<file path="src/rtl/ctrl_pipe_pkg.sv">
// Shared constants and types for the ctrl_pipeline control-bundle pipeline.
// Opcode and ALUOp encodings mirror the main decoder; fwd selects drive the EX operand muxes.
package ctrl_pipe_pkg;

  localparam int CP_REG_ADDR_W = 5;
  localparam int CP_ALUOP_W    = 2;

  localparam logic [5:0] OP_RTYPE = 6'b000000;
  localparam logic [5:0] OP_LW    = 6'b100011;
  localparam logic [5:0] OP_SW    = 6'b101011;
  localparam logic [5:0] OP_BEQ   = 6'b000100;

  localparam logic [1:0] ALUOP_ADD   = 2'b00;
  localparam logic [1:0] ALUOP_SUB   = 2'b01;
  localparam logic [1:0] ALUOP_FUNCT = 2'b10;

  localparam logic [1:0] FWD_RF    = 2'b00;
  localparam logic [1:0] FWD_EXMEM = 2'b10;
  localparam logic [1:0] FWD_MEMWB = 2'b01;

  typedef struct packed {
    logic mem_read;
    logic branch;
    logic mem_to_reg;
    logic reg_write;
    logic alu_src;
    logic reg_dst;
    logic mem_to_write;
  } ctrl_t;

  localparam ctrl_t CTRL_BUBBLE = '0;

endpackage

</file>
<file path="src/rtl/hazard_forward_unit.sv">
// Combinational hazard detection for the ID instruction and, when CTRL_PIPE_FORWARD_EN
// is defined, the EX operand forwarding selects.
module hazard_forward_unit
  import ctrl_pipe_pkg::*;
#(
  parameter int REG_ADDR_W = CP_REG_ADDR_W
) (
  input  logic                  i_id_valid,
  input  logic [REG_ADDR_W-1:0] i_id_rs,
  input  logic [REG_ADDR_W-1:0] i_id_rt,
  input  logic                  i_ex_valid,
  input  logic                  i_ex_mem_read,
  input  logic [REG_ADDR_W-1:0] i_ex_rt,
  input  logic                  i_mem_valid,
  input  logic                  i_mem_reg_write,
  input  logic [REG_ADDR_W-1:0] i_mem_dest,
`ifdef CTRL_PIPE_FORWARD_EN
  input  logic [REG_ADDR_W-1:0] i_ex_rs,
  input  logic                  i_wb_valid,
  input  logic                  i_wb_reg_write,
  input  logic [REG_ADDR_W-1:0] i_wb_dest,
  output logic [1:0]            o_fwd_a,
  output logic [1:0]            o_fwd_b,
`else
  input  logic                  i_ex_reg_write,
  input  logic [REG_ADDR_W-1:0] i_ex_dest,
`endif
  output logic                  o_hazard
);

  // A stage can supply src only if it really writes a non-zero register equal to src.
  function automatic logic src_hit(input logic v, input logic we,
                                   input logic [REG_ADDR_W-1:0] dest,
                                   input logic [REG_ADDR_W-1:0] src);
    return v && we && (dest != '0) && (dest == src);
  endfunction

  logic w_load_use;

  assign w_load_use = i_ex_valid && i_ex_mem_read && (i_ex_rt != '0) &&
                      ((i_ex_rt == i_id_rs) || (i_ex_rt == i_id_rt));

`ifdef CTRL_PIPE_FORWARD_EN
  assign o_hazard = i_id_valid && w_load_use;

  // NOTE: always_comb assigns every output a default first, so no path can infer a latch.
  always_comb begin
    o_fwd_a = FWD_RF;
    o_fwd_b = FWD_RF;
    if (src_hit(i_mem_valid, i_mem_reg_write, i_mem_dest, i_ex_rs))
      o_fwd_a = FWD_EXMEM;
    else if (src_hit(i_wb_valid, i_wb_reg_write, i_wb_dest, i_ex_rs))
      o_fwd_a = FWD_MEMWB;
    if (src_hit(i_mem_valid, i_mem_reg_write, i_mem_dest, i_ex_rt))
      o_fwd_b = FWD_EXMEM;
    else if (src_hit(i_wb_valid, i_wb_reg_write, i_wb_dest, i_ex_rt))
      o_fwd_b = FWD_MEMWB;
  end
`else
  logic w_raw;

  assign w_raw = src_hit(i_ex_valid,  i_ex_reg_write,  i_ex_dest,  i_id_rs) ||
                 src_hit(i_ex_valid,  i_ex_reg_write,  i_ex_dest,  i_id_rt) ||
                 src_hit(i_mem_valid, i_mem_reg_write, i_mem_dest, i_id_rs) ||
                 src_hit(i_mem_valid, i_mem_reg_write, i_mem_dest, i_id_rt);

  assign o_hazard = i_id_valid && (w_load_use || w_raw);
`endif

endmodule

</file>
<file path="src/rtl/ctrl_pipeline.sv">
// ID/EX, EX/MEM and MEM/WB control registers with stall, bubble and flush generation.
// Define CTRL_PIPE_FORWARD_EN to add fwd_a/fwd_b outputs; then only load-use stalls.
module ctrl_pipeline
  import ctrl_pipe_pkg::*;
#(
  parameter int REG_ADDR_W = CP_REG_ADDR_W,
  parameter int ALUOP_W    = CP_ALUOP_W
) (
  input  logic                  clk,
  input  logic                  rst,
  input  logic                  id_valid,
  input  logic                  id_MemRead,
  input  logic                  id_Branch,
  input  logic                  id_MemToReg,
  input  logic                  id_RegWrite,
  input  logic                  id_ALUSrc,
  input  logic                  id_RegDst,
  input  logic                  id_MemToWrite,
  input  logic [ALUOP_W-1:0]    id_ALUOp,
  input  logic [REG_ADDR_W-1:0] id_rs,
  input  logic [REG_ADDR_W-1:0] id_rt,
  input  logic [REG_ADDR_W-1:0] id_rd,
  input  logic                  branch_taken,
  output logic                  pc_write,
  output logic                  ifid_write,
  output logic                  ifid_flush,
  output logic                  ex_valid,
  output logic                  ex_ALUSrc,
  output logic                  ex_RegDst,
  output logic [ALUOP_W-1:0]    ex_ALUOp,
  output logic                  mem_valid,
  output logic                  mem_MemRead,
  output logic                  mem_MemToWrite,
  output logic                  mem_Branch,
  output logic                  wb_valid,
  output logic                  wb_MemToReg,
  output logic                  wb_RegWrite,
`ifdef CTRL_PIPE_FORWARD_EN
  output logic [1:0]            fwd_a,
  output logic [1:0]            fwd_b,
`endif
  output logic [REG_ADDR_W-1:0] wb_dest
);

  logic                  w_hazard, w_flush, w_stall, w_id_we;
  logic [REG_ADDR_W-1:0] w_id_dest_sel, w_id_dest;
  ctrl_t                 w_id_ctrl;
  logic [ALUOP_W-1:0]    w_id_alu_op;

  logic                  r_ex_valid;
  ctrl_t                 r_ex_ctrl;
  logic [ALUOP_W-1:0]    r_ex_alu_op;
  logic [REG_ADDR_W-1:0] r_ex_rt, r_ex_dest;

  logic                  r_mem_valid, r_mem_mem_read, r_mem_branch;
  logic                  r_mem_mem_to_reg, r_mem_reg_write, r_mem_mem_to_write;
  logic [REG_ADDR_W-1:0] r_mem_dest;

  logic                  r_wb_valid, r_wb_mem_to_reg, r_wb_reg_write;
  logic [REG_ADDR_W-1:0] r_wb_dest;

  // A write to $0 is a no-op, so it is stripped here and never looks like a producer.
  assign w_id_dest_sel = id_RegDst ? id_rd : id_rt;
  assign w_id_we       = id_valid && id_RegWrite && (w_id_dest_sel != '0);
  assign w_id_dest     = w_id_we ? w_id_dest_sel : '0;

  // Write-path controls of non-writing instructions are zeroed so decoder don't-cares stay out.
  always_comb begin
    w_id_ctrl   = CTRL_BUBBLE;
    w_id_alu_op = '0;
    if (id_valid) begin
      w_id_ctrl.mem_read     = id_MemRead;
      w_id_ctrl.branch       = id_Branch;
      w_id_ctrl.alu_src      = id_ALUSrc;
      w_id_ctrl.mem_to_write = id_MemToWrite;
      w_id_alu_op            = id_ALUOp;
    end
    w_id_ctrl.reg_write  = w_id_we;
    w_id_ctrl.reg_dst    = w_id_we && id_RegDst;
    w_id_ctrl.mem_to_reg = w_id_we && id_MemToReg;
  end

  assign w_flush    = branch_taken;
  assign w_stall    = w_hazard && !branch_taken;
  assign pc_write   = !w_stall;
  assign ifid_write = !w_stall;
  assign ifid_flush = w_flush;

  // NOTE: pipeline state uses non-blocking assignments so every stage samples pre-edge values.
  always_ff @(posedge clk) begin
    if (rst || w_flush || w_stall) begin
      r_ex_valid  <= 1'b0;
      r_ex_ctrl   <= CTRL_BUBBLE;
      r_ex_alu_op <= '0;
      r_ex_rt     <= '0;
      r_ex_dest   <= '0;
    end else begin
      r_ex_valid  <= id_valid;
      r_ex_ctrl   <= w_id_ctrl;
      r_ex_alu_op <= w_id_alu_op;
      r_ex_rt     <= id_valid ? id_rt : '0;
      r_ex_dest   <= w_id_dest;
    end
  end

  always_ff @(posedge clk) begin
    if (rst || w_flush) begin
      r_mem_valid        <= 1'b0;
      r_mem_mem_read     <= 1'b0;
      r_mem_branch       <= 1'b0;
      r_mem_mem_to_reg   <= 1'b0;
      r_mem_reg_write    <= 1'b0;
      r_mem_mem_to_write <= 1'b0;
      r_mem_dest         <= '0;
    end else begin
      r_mem_valid        <= r_ex_valid;
      r_mem_mem_read     <= r_ex_ctrl.mem_read;
      r_mem_branch       <= r_ex_ctrl.branch;
      r_mem_mem_to_reg   <= r_ex_ctrl.mem_to_reg;
      r_mem_reg_write    <= r_ex_ctrl.reg_write;
      r_mem_mem_to_write <= r_ex_ctrl.mem_to_write;
      r_mem_dest         <= r_ex_dest;
    end
  end

  // MEM/WB keeps advancing on a flush so the resolving branch itself retires.
  always_ff @(posedge clk) begin
    if (rst) begin
      r_wb_valid      <= 1'b0;
      r_wb_mem_to_reg <= 1'b0;
      r_wb_reg_write  <= 1'b0;
      r_wb_dest       <= '0;
    end else begin
      r_wb_valid      <= r_mem_valid;
      r_wb_mem_to_reg <= r_mem_mem_to_reg;
      r_wb_reg_write  <= r_mem_reg_write;
      r_wb_dest       <= r_mem_dest;
    end
  end

`ifdef CTRL_PIPE_FORWARD_EN
  logic [REG_ADDR_W-1:0] r_ex_rs;

  always_ff @(posedge clk) begin
    if (rst || w_flush || w_stall) r_ex_rs <= '0;
    else                           r_ex_rs <= id_valid ? id_rs : '0;
  end
`endif

  hazard_forward_unit #(.REG_ADDR_W(REG_ADDR_W)) u_hazard (
    .i_id_valid      (id_valid),
    .i_id_rs         (id_rs),
    .i_id_rt         (id_rt),
    .i_ex_valid      (r_ex_valid),
    .i_ex_mem_read   (r_ex_ctrl.mem_read),
    .i_ex_rt         (r_ex_rt),
    .i_mem_valid     (r_mem_valid),
    .i_mem_reg_write (r_mem_reg_write),
    .i_mem_dest      (r_mem_dest),
`ifdef CTRL_PIPE_FORWARD_EN
    .i_ex_rs         (r_ex_rs),
    .i_wb_valid      (r_wb_valid),
    .i_wb_reg_write  (r_wb_reg_write),
    .i_wb_dest       (r_wb_dest),
    .o_fwd_a         (fwd_a),
    .o_fwd_b         (fwd_b),
`else
    .i_ex_reg_write  (r_ex_ctrl.reg_write),
    .i_ex_dest       (r_ex_dest),
`endif
    .o_hazard        (w_hazard)
  );

  assign ex_valid       = r_ex_valid;
  assign ex_ALUSrc      = r_ex_ctrl.alu_src;
  assign ex_RegDst      = r_ex_ctrl.reg_dst;
  assign ex_ALUOp       = r_ex_alu_op;
  assign mem_valid      = r_mem_valid;
  assign mem_MemRead    = r_mem_mem_read;
  assign mem_MemToWrite = r_mem_mem_to_write;
  assign mem_Branch     = r_mem_branch;
  assign wb_valid       = r_wb_valid;
  assign wb_MemToReg    = r_wb_mem_to_reg;
  assign wb_RegWrite    = r_wb_reg_write;
  assign wb_dest        = r_wb_dest;

endmodule
</file>
<file path="config.mk">
export PLATFORM = sky130hd
export DESIGN_NAME = ctrl_pipeline
export DESIGN_NICKNAME = d
export VERILOG_FILES = /design/src/rtl/ctrl_pipe_pkg.sv /design/src/rtl/hazard_forward_unit.sv /design/src/rtl/ctrl_pipeline.sv
export SDC_FILE = /design/constraint.sdc
export NUM_CORES = 1
export LEC_CHECK = 0
export BUFFER_PORTS_ARGS = -buffer_cell sky130_fd_sc_hd__buf_4
export CORE_MARGIN = 4
export CORE_UTILIZATION = 27
export DETAILED_ROUTE_END_ITERATION = 7
export PLACE_DENSITY = 0.51
export SLEW_MARGIN = 10
export SYNTH_ARGS = -nofsm -noshare
export SYNTH_HDL_FRONTEND = slang
export SYNTH_SLANG_ARGS = --single-unit
export TNS_END_PERCENT = 100
</file>
<file path="constraint.sdc">
create_clock -name clk -period 1.8 [get_ports clk]
set_input_delay 0.09 -clock clk [delete_from_list [all_inputs] [get_ports clk]]
set_output_delay 0.09 -clock clk [all_outputs]
set_load 0.05 [all_outputs]
</file>
==> run summary <==
Status - finished with violations
Failing checks - negative setup slack
Nature of the critical path startpoint - register
Pre-CTS WS - -0.05847 ns
Fin crit share - 117.4%
Detailed-route wire length per cell - 13.41 µm
Hold Path Origin - id_Branch
I/O pin total - 48
Clk root buf - clkbuf_8
Fin area - 2278 µm²
Layout area overhead - 42.94%
Synth warn - 0
Max FO, Critical Path - 2
Max_cap viols - 0
Max IR drop VDD - 0.4685 mV
Gr usage total - 11.24%
RR Startpoint - r_ex_dest[1]$_SDFF_PP0_
Num rows - 27
Fin. max-slew vios - 0
Vias post-DR - 1236
Largest net degree at the start of global routing - 19
Final Util - 40.63%
TritonCTS clock tree - yes
Req. time, crit path - 1.71 ns
Mapped Nets - 183
First-pass GRT wire length - 6.292 mm
# diodes - 0
CP startpoint - r_ex_dest[1]$_SDFF_PP0_
Fin. Hold Viols - 0
Hold/Removal Path Class - in2reg
Initial core utilization - 28.42%
Yosys cell types - 24
Worst-margin pin slew - 0.5558 ns
Number of port buffers - 47
Pwr Density - 853.2 nW/µm²
Seq cells post-synth - 39
Number of global-route vias before repair - 1211
WL final - 3.862 mm
Final net count - 243
Remaining antenna violation count - 0
Via/cell ratio - 4.292
Clk sinks - 39
# setup viols final - 22
Total global routing overflow - 0
Cell count after synthesis - 155
H-tree depth - 2
Drt first pass iters - 4
Tmin final - 2.113 ns
Crit path capture type - primary output
Clock buffer depth - 2
Die footprint - 7197 µm²
Fmax achieved - 473.3 MHz
Clk Latency, worst-skew pair - 0.28 ns
Initial antenna violation count - 0
Filler instances - 563
Clock transition at path regs - 0.08 ns
DRC violations left - 0
CTS buffer count - 5
Die W - 84.84 µm
Synth Area per Inst - 10.28 µm²
Final setup margin - -0.3126 ns
Unrepaired setup endpoints after global routing - yes
Die Ht - 84.84 µm
Post-Syn Area - 1594 µm²
Clock Skew - 0.009960 ns
DPL Wire Length - 2.952 mm
Share of cells above drive strength 1 - 37.04%
Placed cell area - 2102 µm²
CP arrival - 2.02 ns
Seq/Total Area, Yosys - 48.98%
Initial DRC Count - 68
Area of the multi-input gates - 770.7 µm²
Slew headroom - 62.81%
Core footprint - 5608 µm²
Leak Pwr - 0.001020 µW
Critical path class - reg2out
Register Area - 782.0 µm²
CTS Hold Bufs - 0
Routability cong. - 0.7722
[power breakdown]
group,internal (µW),switching (µW),total (µW)
Sequential,876,8.81,885
Clock,553,303,856
Combinational,105,98.1,203
Total,1530,410,1940
[synthesized netlist by cell type]
master / number / area share (%)
a21oi_1: 1 / 0.31
a222oi_1: 1 / 0.63
and2_1: 13 / 5.1
and3_1: 13 / 5.1
and4_1: 5 / 2.7
buf_2: 2 / 0.63
buf_4: 2 / 0.94
clkbuf_1: 7 / 1.6
dfxtp_1: 39 / 49
mux2_2: 5 / 3.5
nand2_1: 6 / 1.4
nand2b_1: 1 / 0.39
nand3_1: 6 / 1.9
nor2_1: 2 / 0.47
nor2b_1: 8 / 3.1
nor3_1: 1 / 0.31
nor3b_1: 1 / 0.47
nor4_1: 1 / 0.39
o211a_1: 1 / 0.63
o22ai_1: 3 / 1.2
o311a_1: 3 / 1.9
or3_1: 3 / 1.2
or3b_2: 1 / 0.55
xnor2_1: 30 / 16
[cells in the final DEF, fill, tap and decap left out, drive strengths merged]
master / count
buf: 64
dfxtp: 39
xnor2: 30
and2: 13
and3: 13
nor2b: 8
nand3: 6
nand2: 6
mux2: 5
and4: 5
clkbuf: 5
or3: 3
o311a: 3
o22ai: 3
nor2: 2
bufinv: 2
a222oi: 1
or3b: 1
nor3b: 1
nor3: 1
nand2b: 1
nor4: 1
a21oi: 1
o211a: 1
clkinvlp: 1
[cells by family after synthesis]
family | synth area share (%)
buffers and inverters | 3.218
AOI/OAI and AO/OA | 4.631
muxes | 3.532
DFF | 48.98
xor gates and xnor gates | 16.48
and+or+nand+nor | 23.16
[path summary, 6_finish.rpt]
check	end	slack, ns	cells past startpoint
worst max-delay path	ifid_write	-0.31	6
worst min-delay path	r_ex_ctrl[5]$_SDFF_PP0_	0.02	2
worst max register to register	r_ex_dest[1]$_SDFF_PP0_	-0.15	7
worst min register to register	mem_Branch$_SDFF_PP0_	0.43	1
[critical path, cell delays in order, from the launching register on]
cell,delay [ns]
dfxtp_2,0.32
or3_1,0.36
o311a_1,0.31
a222oi_1,0.31
buf_4,0.17
or3b_4,0.13
buf_6,0.15
[stage by stage]
step / total power, µW / std cells / setup TNS [ns] / hold WS [ns]
detailed placement: 1107 / 278 / -0.4621 / 0.3197
floorplan: 1015 / 155 / -0.1098 / 0.1616
global route: 2018 / 288 / -4.649 / 0.01507
CTS: 1963 / 288 / -2.953 / 0.01425
finish: 1944 / 288 / -2.630 / 0.02325
global placement: 1108 / 278 / -0.2954 / 0.3143
[metal layers]
layer  up-vias  global-route usage (%)  part of all wire (%)  wire, µm
met5         -                       0                     0         0
li1        644                       -                     -         -
met1       556                   16.74                    51      1981
met2        34                   15.80                    43      1642
met4         0                   3.453                  0.88        34
met3         2                   2.816                   5.3       205
[layout make-up]
class                           count  share of cell area, %
Clock buffer                        5                  3.020
Clock inverter                      3                  2.965
Multi-Input combinational cell    105                  33.83
Sequential cell                    39                  34.32
Tap cell                           72                  3.954
Timing Repair Buffer               64                  21.91
[timing repair]
action                                  CTS  global route
pin swaps                                 1             1
gates resized for setup                   6             0
setup buffers                             2             0
gates cloned                              1             0
endpoints found under the setup margin   21            22
(Power assumes the default switching activity.)
